File: src/rtl/tx_link_pkg.sv
// Shared definitions for the TX link scheduler: 8B/10B control characters,
// FSM state encoding and the encoder character payload.
package tx_link_pkg;

  // Control characters presented to the encoder with kin=1
  localparam logic [7:0] K28_5 = 8'hBC;  // comma / idle
  localparam logic [7:0] K27_7 = 8'hFB;  // start of frame
  localparam logic [7:0] K29_7 = 8'hFD;  // end of frame
  localparam logic [7:0] K28_0 = 8'h1C;  // stall filler inside a frame

  // Scheduler state enumeration
  localparam int unsigned ST_W = 3;
  typedef logic [ST_W-1:0] state_t;
  localparam logic [2:0] ST_ALIGN = 3'd0;
  localparam logic [2:0] ST_IDLE  = 3'd1;
  localparam logic [2:0] ST_SOF   = 3'd2;
  localparam logic [2:0] ST_DATA  = 3'd3;
  localparam logic [2:0] ST_EOF   = 3'd4;

  // One character towards the encoder (kin + datain)
  typedef struct packed {
    logic       kin;
    logic [7:0] data;
  } enc_char_t;

  // Build a control character
  function automatic enc_char_t kchar(input logic [7:0] code);
    enc_char_t c;
    c.kin  = 1'b1;
    c.data = code;
    return c;
  endfunction

  // Build a data character
  function automatic enc_char_t dchar(input logic [7:0] byte_in);
    enc_char_t c;
    c.kin  = 1'b0;
    c.data = byte_in;
    return c;
  endfunction

endpackage

File: src/rtl/rr_arb2.sv
// Two-way round-robin arbiter. The grant is a combinational decision; the
// priority pointer only moves when the owner strobes a frame-boundary grant.
// Ports:
//   clk, rst_n  clock, async active-low reset (s0 holds priority after reset)
//   i_req       request per source {s1, s0}
//   i_strobe    grant is being taken at a frame boundary
//   o_any_c     at least one request present
//   o_gnt_c     index of the winning source (valid when o_any_c)
module rr_arb2 (
  input  logic       clk,
  input  logic       rst_n,
  input  logic [1:0] i_req,
  input  logic       i_strobe,
  output logic       o_any_c,
  output logic       o_gnt_c
);

  // Source that wins a simultaneous request (the one not granted last)
  logic r_prio;

  // Priority holder wins if requesting, otherwise the other source
  always_comb begin
    o_any_c = |i_req;
    o_gnt_c = r_prio;
    if (!i_req[r_prio]) begin
      o_gnt_c = ~r_prio;
    end
  end

  // Hand priority to the source that did not just win
  always_ff @(posedge clk or negedge rst_n) begin
    if (!rst_n) begin
      r_prio <= 1'b0;
    end else if (i_strobe && o_any_c) begin
      r_prio <= ~o_gnt_c;
    end
  end

endmodule

File: src/rtl/tx_link_sched.sv
// TX link scheduler: emits one 8B/10B character per clock. Runs a comma
// alignment burst, then frames bytes from two sources (round-robin at frame
// boundaries) as SOF / data / EOF, filling stalls with K28.0 and cutting
// frames at MAX_LEN bytes.
// Ports:
//   clk, rst_n                 clock, async active-low reset
//   realign                    request to re-run alignment (held pending)
//   sN_valid/sN_data/sN_last   source byte streams, sN_ready accepts
//   enc_data, enc_kin          registered character to the encoder
//   link_up                    high outside ALIGN
//   trunc                      one-cycle pulse with the byte that hit MAX_LEN
module tx_link_sched
  import tx_link_pkg::*;
#(
  parameter int unsigned ALIGN_LEN = 16,
  parameter int unsigned MAX_LEN   = 256
) (
  input  logic       clk,
  input  logic       rst_n,
  input  logic       realign,
  input  logic       s0_valid,
  input  logic [7:0] s0_data,
  input  logic       s0_last,
  input  logic       s1_valid,
  input  logic [7:0] s1_data,
  input  logic       s1_last,
  output logic       s0_ready,
  output logic       s1_ready,
  output logic [7:0] enc_data,
  output logic       enc_kin,
  output logic       link_up,
  output logic       trunc
);

  localparam int unsigned ACNT_W = $clog2(ALIGN_LEN + 1);
  localparam int unsigned BCNT_W = $clog2(MAX_LEN + 1);

  state_t            r_state, w_state_nxt;
  logic [ACNT_W-1:0] r_acnt, w_acnt_nxt;
  logic [BCNT_W-1:0] r_bcnt, w_bcnt_nxt, w_bcnt_inc;
  logic              r_gnt, w_gnt_nxt;
  logic              r_pend, w_pend_nxt;
  enc_char_t         r_char, w_char_nxt;
  logic              r_trunc, w_trunc_nxt;
  logic              r_link, w_link_nxt;
  logic [1:0]        r_rdy, w_rdy_nxt;
  logic              w_arb_strobe;
  logic              w_arb_any;
  logic              w_arb_gnt;
  logic              w_valid, w_last, w_acc;
  logic [7:0]        w_data;

  rr_arb2 u_arb (
    .clk      (clk),
    .rst_n    (rst_n),
    .i_req    ({s1_valid, s0_valid}),
    .i_strobe (w_arb_strobe),
    .o_any_c  (w_arb_any),
    .o_gnt_c  (w_arb_gnt)
  );

  // Granted source stream; a byte is taken whenever that source is ready
  always_comb begin
    w_valid = r_gnt ? s1_valid : s0_valid;
    w_data  = r_gnt ? s1_data  : s0_data;
    w_last  = r_gnt ? s1_last  : s0_last;
    w_acc   = (r_state == ST_DATA) && w_valid;
  end

  // Next state and next registered outputs
  always_comb begin
    w_state_nxt  = r_state;
    w_acnt_nxt   = '0;
    w_bcnt_nxt   = r_bcnt;
    w_bcnt_inc   = r_bcnt + BCNT_W'(1);
    w_gnt_nxt    = r_gnt;
    w_pend_nxt   = r_pend | realign;
    w_char_nxt   = kchar(K28_5);
    w_trunc_nxt  = 1'b0;
    w_arb_strobe = 1'b0;

    case (r_state)
      ST_ALIGN: begin
        w_acnt_nxt = r_acnt + ACNT_W'(1);
        if (r_acnt == ACNT_W'(ALIGN_LEN - 1)) begin
          w_acnt_nxt  = '0;
          w_state_nxt = ST_IDLE;
        end
      end
      ST_IDLE: begin
        // A pending realign beats any waiting frame
        if (r_pend || realign) begin
          w_pend_nxt  = 1'b0;
          w_state_nxt = ST_ALIGN;
        end else if (w_arb_any) begin
          w_gnt_nxt    = w_arb_gnt;
          w_arb_strobe = 1'b1;
          w_state_nxt  = ST_SOF;
        end
      end
      ST_SOF: begin
        w_char_nxt  = kchar(K27_7);
        w_bcnt_nxt  = '0;
        w_state_nxt = ST_DATA;
      end
      ST_DATA: begin
        if (w_acc) begin
          w_char_nxt = dchar(w_data);
          w_bcnt_nxt = w_bcnt_inc;
          if (w_last) begin
            w_state_nxt = ST_EOF;
          end else if (w_bcnt_inc == BCNT_W'(MAX_LEN)) begin
            // Frame cut; the rest of this source's bytes form a later frame
            w_trunc_nxt = 1'b1;
            w_state_nxt = ST_EOF;
          end
        end else begin
          w_char_nxt = kchar(K28_0);
        end
      end
      ST_EOF: begin
        w_char_nxt  = kchar(K29_7);
        w_state_nxt = ST_IDLE;
      end
      default: begin
        w_state_nxt = ST_ALIGN;
      end
    endcase

    // Ready/link track the state being entered so they stay state-aligned
    w_rdy_nxt[0] = (w_state_nxt == ST_DATA) && !w_gnt_nxt;
    w_rdy_nxt[1] = (w_state_nxt == ST_DATA) &&  w_gnt_nxt;
    w_link_nxt   = (w_state_nxt != ST_ALIGN);
  end

  // State and output registers
  always_ff @(posedge clk or negedge rst_n) begin
    if (!rst_n) begin
      r_state     <= ST_ALIGN;
      r_acnt      <= '0;
      r_bcnt      <= '0;
      r_gnt       <= 1'b0;
      r_pend      <= 1'b0;
      r_char.kin  <= 1'b1;
      r_char.data <= K28_5;
      r_trunc     <= 1'b0;
      r_link      <= 1'b0;
      r_rdy       <= 2'b00;
    end else begin
      r_state <= w_state_nxt;
      r_acnt  <= w_acnt_nxt;
      r_bcnt  <= w_bcnt_nxt;
      r_gnt   <= w_gnt_nxt;
      r_pend  <= w_pend_nxt;
      r_char  <= w_char_nxt;
      r_trunc <= w_trunc_nxt;
      r_link  <= w_link_nxt;
      r_rdy   <= w_rdy_nxt;
    end
  end

  assign enc_data = r_char.data;
  assign enc_kin  = r_char.kin;
  assign trunc    = r_trunc;
  assign link_up  = r_link;
  assign s0_ready = r_rdy[0];
  assign s1_ready = r_rdy[1];

endmodule

File: config.mk
export PLATFORM = sky130hd
export DESIGN_NAME = tx_link_sched
export DESIGN_NICKNAME = d
export VERILOG_FILES = /design/src/rtl/tx_link_pkg.sv /design/src/rtl/rr_arb2.sv /design/src/rtl/tx_link_sched.sv
export SDC_FILE = /design/constraint.sdc
export NUM_CORES = 1
export LEC_CHECK = 0
export BUFFER_PORTS_ARGS = -buffer_cell sky130_fd_sc_hd__clkbuf_2
export CAP_MARGIN = 25
export CORE_ASPECT_RATIO = 1.5
export CORE_MARGIN = 10
export CORE_UTILIZATION = 40
export DETAILED_ROUTE_END_ITERATION = 10
export PLACE_DENSITY_LB_ADDON = 0.08
export SETUP_SLACK_MARGIN = 0.4
export SYNTH_ARGS = -nofsm -noshare
export SYNTH_HDL_FRONTEND = slang
export SYNTH_HIERARCHICAL = 1
export SYNTH_SLANG_ARGS = --single-unit
File: constraint.sdc
create_clock -name clk -period 3.2 [get_ports clk]
set_clock_uncertainty 0.05 [all_clocks]
set_input_delay 0.32 -clock clk [delete_from_list [all_inputs] [get_ports clk]]
set_output_delay 0.32 -clock clk [all_outputs]
set_load 0.03 [all_outputs]
======== Yosys cells after proc, flatten, opt, wreduce, memory -nomap -nowiden ========
Cells that the tools add are included.
storage, ports and cells
  bits in registers ....................... 33
  input bits .............................. 23
  output and inout bits ................... 13
cells by class
  $add $sub $neg .......................... 2
  order comparisons ....................... 1
  equal/unequal tests ..................... 8
  muxes and demuxes ....................... 31
  bitwise operators ....................... 3
  reductions and logical operators ........ 11
operators with widths
  operator               number
  $pmux W9 S3            1
  $mux W3                6
  $mux W9                2
  $pmux W9 S2            1
  $mux W1                17
  $pmux W3 S5            1
  $mux W5                2
  $add A9 B1 Y9 const B  1
  $eq A3 B2 Y1 const B   3
  $eq A9 B9 Y1 const B   1
  $mux W8                1
  $add A5 B1 Y5 const B  1
  $eq A5 B4 Y1 const B   1
  $logic_and A1 B1 Y1    4
  $eq A3 B1 Y1 const B   1
  $eq A3 B3 Y1 const B   1
  $logic_not A3 Y1       1
  $reduce_bool A3 Y1     1
  $lt A1 B2 Y1 const B   1
  $ne A2 B2 Y1 const B   1
  $not A1 Y1             2
  $reduce_and A2 Y1      1
  $reduce_bool A2 Y1     1
  $reduce_or A2 Y1       1
  other kinds (3)        3

======== Logic depth before layout (Yosys ltp) ========
  depth in word-level cells ............... 8
  gate-level depth with buffers ........... 9
  gate-level depth less buffers ........... 6

======== By module ========
Netlist, hierarchy kept.
modules (own cells, without submodules)
  module         instances  cells each  area each (µm²)  sequential area each (µm²)
  tx_link_sched  1          146         1552.7           808.3
  rr_arb2        1          6           51.3             25.0

======== Worst setup path after synthesis ========
OpenSTA, ideal clock, no wires.
  path type ............................... register to register
  start ................................... register r_state[2]
  end ..................................... register r_state[1]
  arrival ................................. 1517 ps
  data required time ...................... 3028 ps
  setup slack ............................. 1511 ps
  cell stages (with the launch flop) ...... 9
  path buffers ............................ 2
  cells stage by stage .................... dfrtp_1 -> and2b_1 -> buf_4 -> and3b_1 -> buf_6 -> inv_4 -> a2111oi_4 -> and2_4 -> o21ai_2
between the ends
  cells in the longest elaborated chain, start to end .. 4
  elaborated cells on any way between the ends .. 8
  classes of those cells .................. 4 x eq/ne; 2 x mux; 2 x reduce/logical
ends and longest elaborated chain
  what                      line                                      RTL
  start: declaration        tx_link_sched.sv:38                       state_t r_state, w_state_nxt;
  start signal: assignment  tx_link_sched.sv:150                      r_state <= w_state_nxt;
  $eq A3 B2 Y1              tx_link_sched.sv:67, tx_link_sched.sv:82
  $logic_and A1 B1 Y1       tx_link_sched.sv:67                       w_acc = (r_state == ST_DATA) && w_valid;
  $mux W3                   tx_link_sched.sv:107                      if (w_acc) begin
  $pmux W3 S5 *             tx_link_sched.sv:82                       case (r_state)
  via w_state_nxt[1]        tx_link_sched.sv:38
Mark *: on every way through the listed nets, which the timed path passes. The rest lies on a longest branch.
A chain may end at the register's enable or synchronous reset.

======== Worst setup path after layout ========
  start ................................... register r_gnt
  end ..................................... register r_state[0]
between the ends
  cells in the longest elaborated chain, start to end .. 4
  elaborated cells on any way between the ends .. 6
  classes of those cells .................. 5 x mux; 1 x reduce/logical
ends and longest elaborated chain
  what                                                   line                                       RTL
  start: declaration                                     tx_link_sched.sv:41                        logic r_gnt, w_gnt_nxt;
  start signal: assignment                               tx_link_sched.sv:153                       r_gnt <= w_gnt_nxt;
  $mux W1 (on tied branches)                             tx_link_sched.sv:66, tx_link_sched.sv:64
  $mux W3 / $logic_and A1 B1 Y1 (equally long branches)  tx_link_sched.sv:110, tx_link_sched.sv:67
  $mux W3 *                                              tx_link_sched.sv:107
  $pmux W3 S5 *                                          tx_link_sched.sv:82
  via w_state_nxt[0]                                     tx_link_sched.sv:38
Marked as above.

==> results.json <==
{
  "core-area_mm2": 0.00392,
  "drtAntennaViolNets": 0,
  "fin_worst_hold_slack_ns": 0.0798,
  "htree_num_levels": 2,
  "via_count": 1241,
  "layout_commonest_cell": "clkbuf_2",
  "diodes": 0,
  "netlist_area_mm2": 0.00160,
  "timing.fmax_ghz": 0.428,
  "clockBufferDepth": 2,
  "cts_hold_buf": 0,
  "yosys_register_bits": 33,
  "cts_buffers": 5,
  "tritoncts": "built",
  "max-vdd-ir-drop_mv": 0.411,
  "cp_max_fo": 13,
  "worst_pin_slew_ns": 0.823,
  "worstPathArrival_ns": 2.46,
  "hp-class": "input pin to async pin",
  "cts_resized": 0,
  "layout_common_cells": "35 x clkbuf_2, 27 x dfrtp_1, 22 x o21ai_0, 18 x nand2_1, 11 x nor2_1",
  "dr.first_iter.drc_count": 42,
  "antenna_found_initial": 0,
  "max-cap-violations": 0,
  "fin_nets": 214,
  "dieArea_mm2": 0.00700,
  "min_period_ns": 2.34,
  "fp-row-count": 28,
  "clock-root-buffer": "clkbuf_8",
  "hpwl_um": 2810,
  "die_x_um": 71.7,
  "path_clk_slew_ns": 0.07,
  "drt_first_pass_iters": 5,
  "start_kind": "register",
  "tns_ns": 0,
  "wl_um": 3670,
  "groute.usage.overall_pct": 11.2,
  "drt-vias-per-instance": 5.28,
  "slew_viol_final": 0,
  "netlist_instances": 152,
  "cts_setup_buffers": 0,
  "grt_pass1_vias": 1342,
  "initial_core_util_pct": 40.9,
  "syn2layout_area_growth_pct": 18.1,
  "crit_required_ns": 3.32,
  "status": "finished clean",
  "p_per_area_mw_per_mm2": 508,
  "final_util_pct": 48.3,
  "reg2reg_slack_ns": 0.86,
  "multi_input_area_um2": 718,
  "clock_sinks": 33,
  "finalHoldViolations": 0,
  "finalSetupViolations": 0,
  "grt_overflow": 0,
  "syn_area_per_cell_um2": 10.6,
  "slew_headroom_pct": 45.1,
  "place.gp.congestion": 0.815,
  "criticalPathCategory": "register to register",
  "end_kind": "register",
  "rsz0062_at_grt": "no",
  "grt_max_degree": 34,
  "fillers": 374,
  "clock_latency_ns": 0.28,
  "wl_per_cell_um": 15.6,
  "grt_pass1_wl_um": 6350,
  "post-route-period-util_pct": 73.0,
  "drc": 0,
  "ys_seq_area_share_pct": 52.0,
  "drive_above_1_share_pct": 32.6,
  "syn_nets": 177,
  "p_leak_nw": 0.869,
  "seqCellArea_um2": 833,
  "yosys_warnings": 6,
  "die_h_um": 97.6,
  "pin_count": 36,
  "port_buffers": 35,
  "yosysUniqueCellTypes": 42,
  "total_power_mw": 0.962
}
-- cells by family (layout without fill, tap and decap cells) --
group / Yosys count / count (layout) / share of synthesized area [%]
buf+inv: 7 / 45 / 3.28
compound gates: 38 / 38 / 15.1
xor+xnor: 3 / 3 / 1.64
mux: 12 / 12 / 7.72
fa+ha+maj: 2 / 2 / 1.56
flops: 33 / 33 / 52.0
simple gates: 57 / 57 / 18.8
-- worst paths after layout --
check                           startpoint     endpoint  depth (start not counted)
worst max-delay path                 r_gnt   r_state[0]                          6
worst min-delay path                 rst_n  enc_data[1]                          1
worst max register to register       r_gnt   r_state[0]                          6
worst min register to register   r_acnt[0]    r_acnt[0]                          1
max in group asynchronous            rst_n    r_acnt[1]                          1
min in group clk                s0_data[4]  enc_data[4]                          3
-- where the power goes --
group	switching, mW	internal [mW]	total, mW
sequential	0.0270	0.455	0.482
clock	0.147	0.194	0.342
combinational	0.0724	0.0650	0.137
-- metal layers --
metal	global-route usage (%)	vias up	share of wire [%]
met5	0	-	0
met4	4.19	0	1.2
met3	3.99	4	6.0
met2	19.8	35	54
met1	11.5	593	39
li1	-	609	-
-- registers in the layout, summed over array words and instances (netlist names) --
name          count
r_pend            1
r_state           3
enc_data          8
r_gnt             1
r_acnt            5
enc_kin           1
link_up           1
r_bcnt            9
trunc             1
r_rdy             2
u_arb/r_prio      1
-- critical path, stage by stage, from the launching register on --
cell	delay, ns
dfrtp_1	0.68
mux2i_1	0.26
and3b_1	0.54
inv_4	0.15
a2111oi_4	0.26
nand2_2	0.10
a31o_1	0.19
-- cell type report --
| class | instances | share of cell area [%] |
|---|---|---|
| well taps | 45 | 2.97 |
| clock inverters | 1 | 0.264 |
| flip-flops and latches | 33 | 44.0 |
| clock buffers | 7 | 5.09 |
| multi-input cells | 112 | 37.9 |
| inverters | 2 | 0.528 |
| repair buffers | 35 | 9.25 |
-- stage by stage --
step                cells  setup slack [ns]  instance area [µm²]
finish                235             0.864                 1890
CTS                   235             0.853                 1890
floorplan             152              1.51                 1600
global route          235             0.625                 1890
detailed placement    227             0.863                 1790
global placement      227             0.938                 1790
-- cells in the mapped netlist (all sizes together) --
library cell / count / area [µm²]
nor2b: 1 / 6.26
a21oi: 3 / 15.0
and3b: 1 / 8.76
a22o: 1 / 8.76
xor2: 3 / 26.3
nor3b: 2 / 20.0
dfstp: 6 / 158
o31ai: 1 / 7.51
o21bai: 1 / 7.51
or2: 1 / 6.26
o21ai: 23 / 119
nor2: 11 / 41.3
buf: 5 / 42.5
a2111oi: 1 / 27.5
o211ai: 2 / 15.0
nand2b: 1 / 6.26
nand4: 1 / 6.26
and2: 7 / 46.3
nand2: 19 / 73.8
a31o: 1 / 8.76
mux2: 3 / 33.8
and2b: 1 / 7.51
and3: 3 / 20.0
nand3: 5 / 30.0
a31oi: 4 / 25.0
a211oi: 1 / 7.51
ha: 2 / 25.0
dfrtp: 27 / 676
inv: 2 / 10.0
nor3: 2 / 10.0
or3: 2 / 18.8
mux2i: 9 / 90.1
No activity file was read; power rests on OpenSTA's default activity.
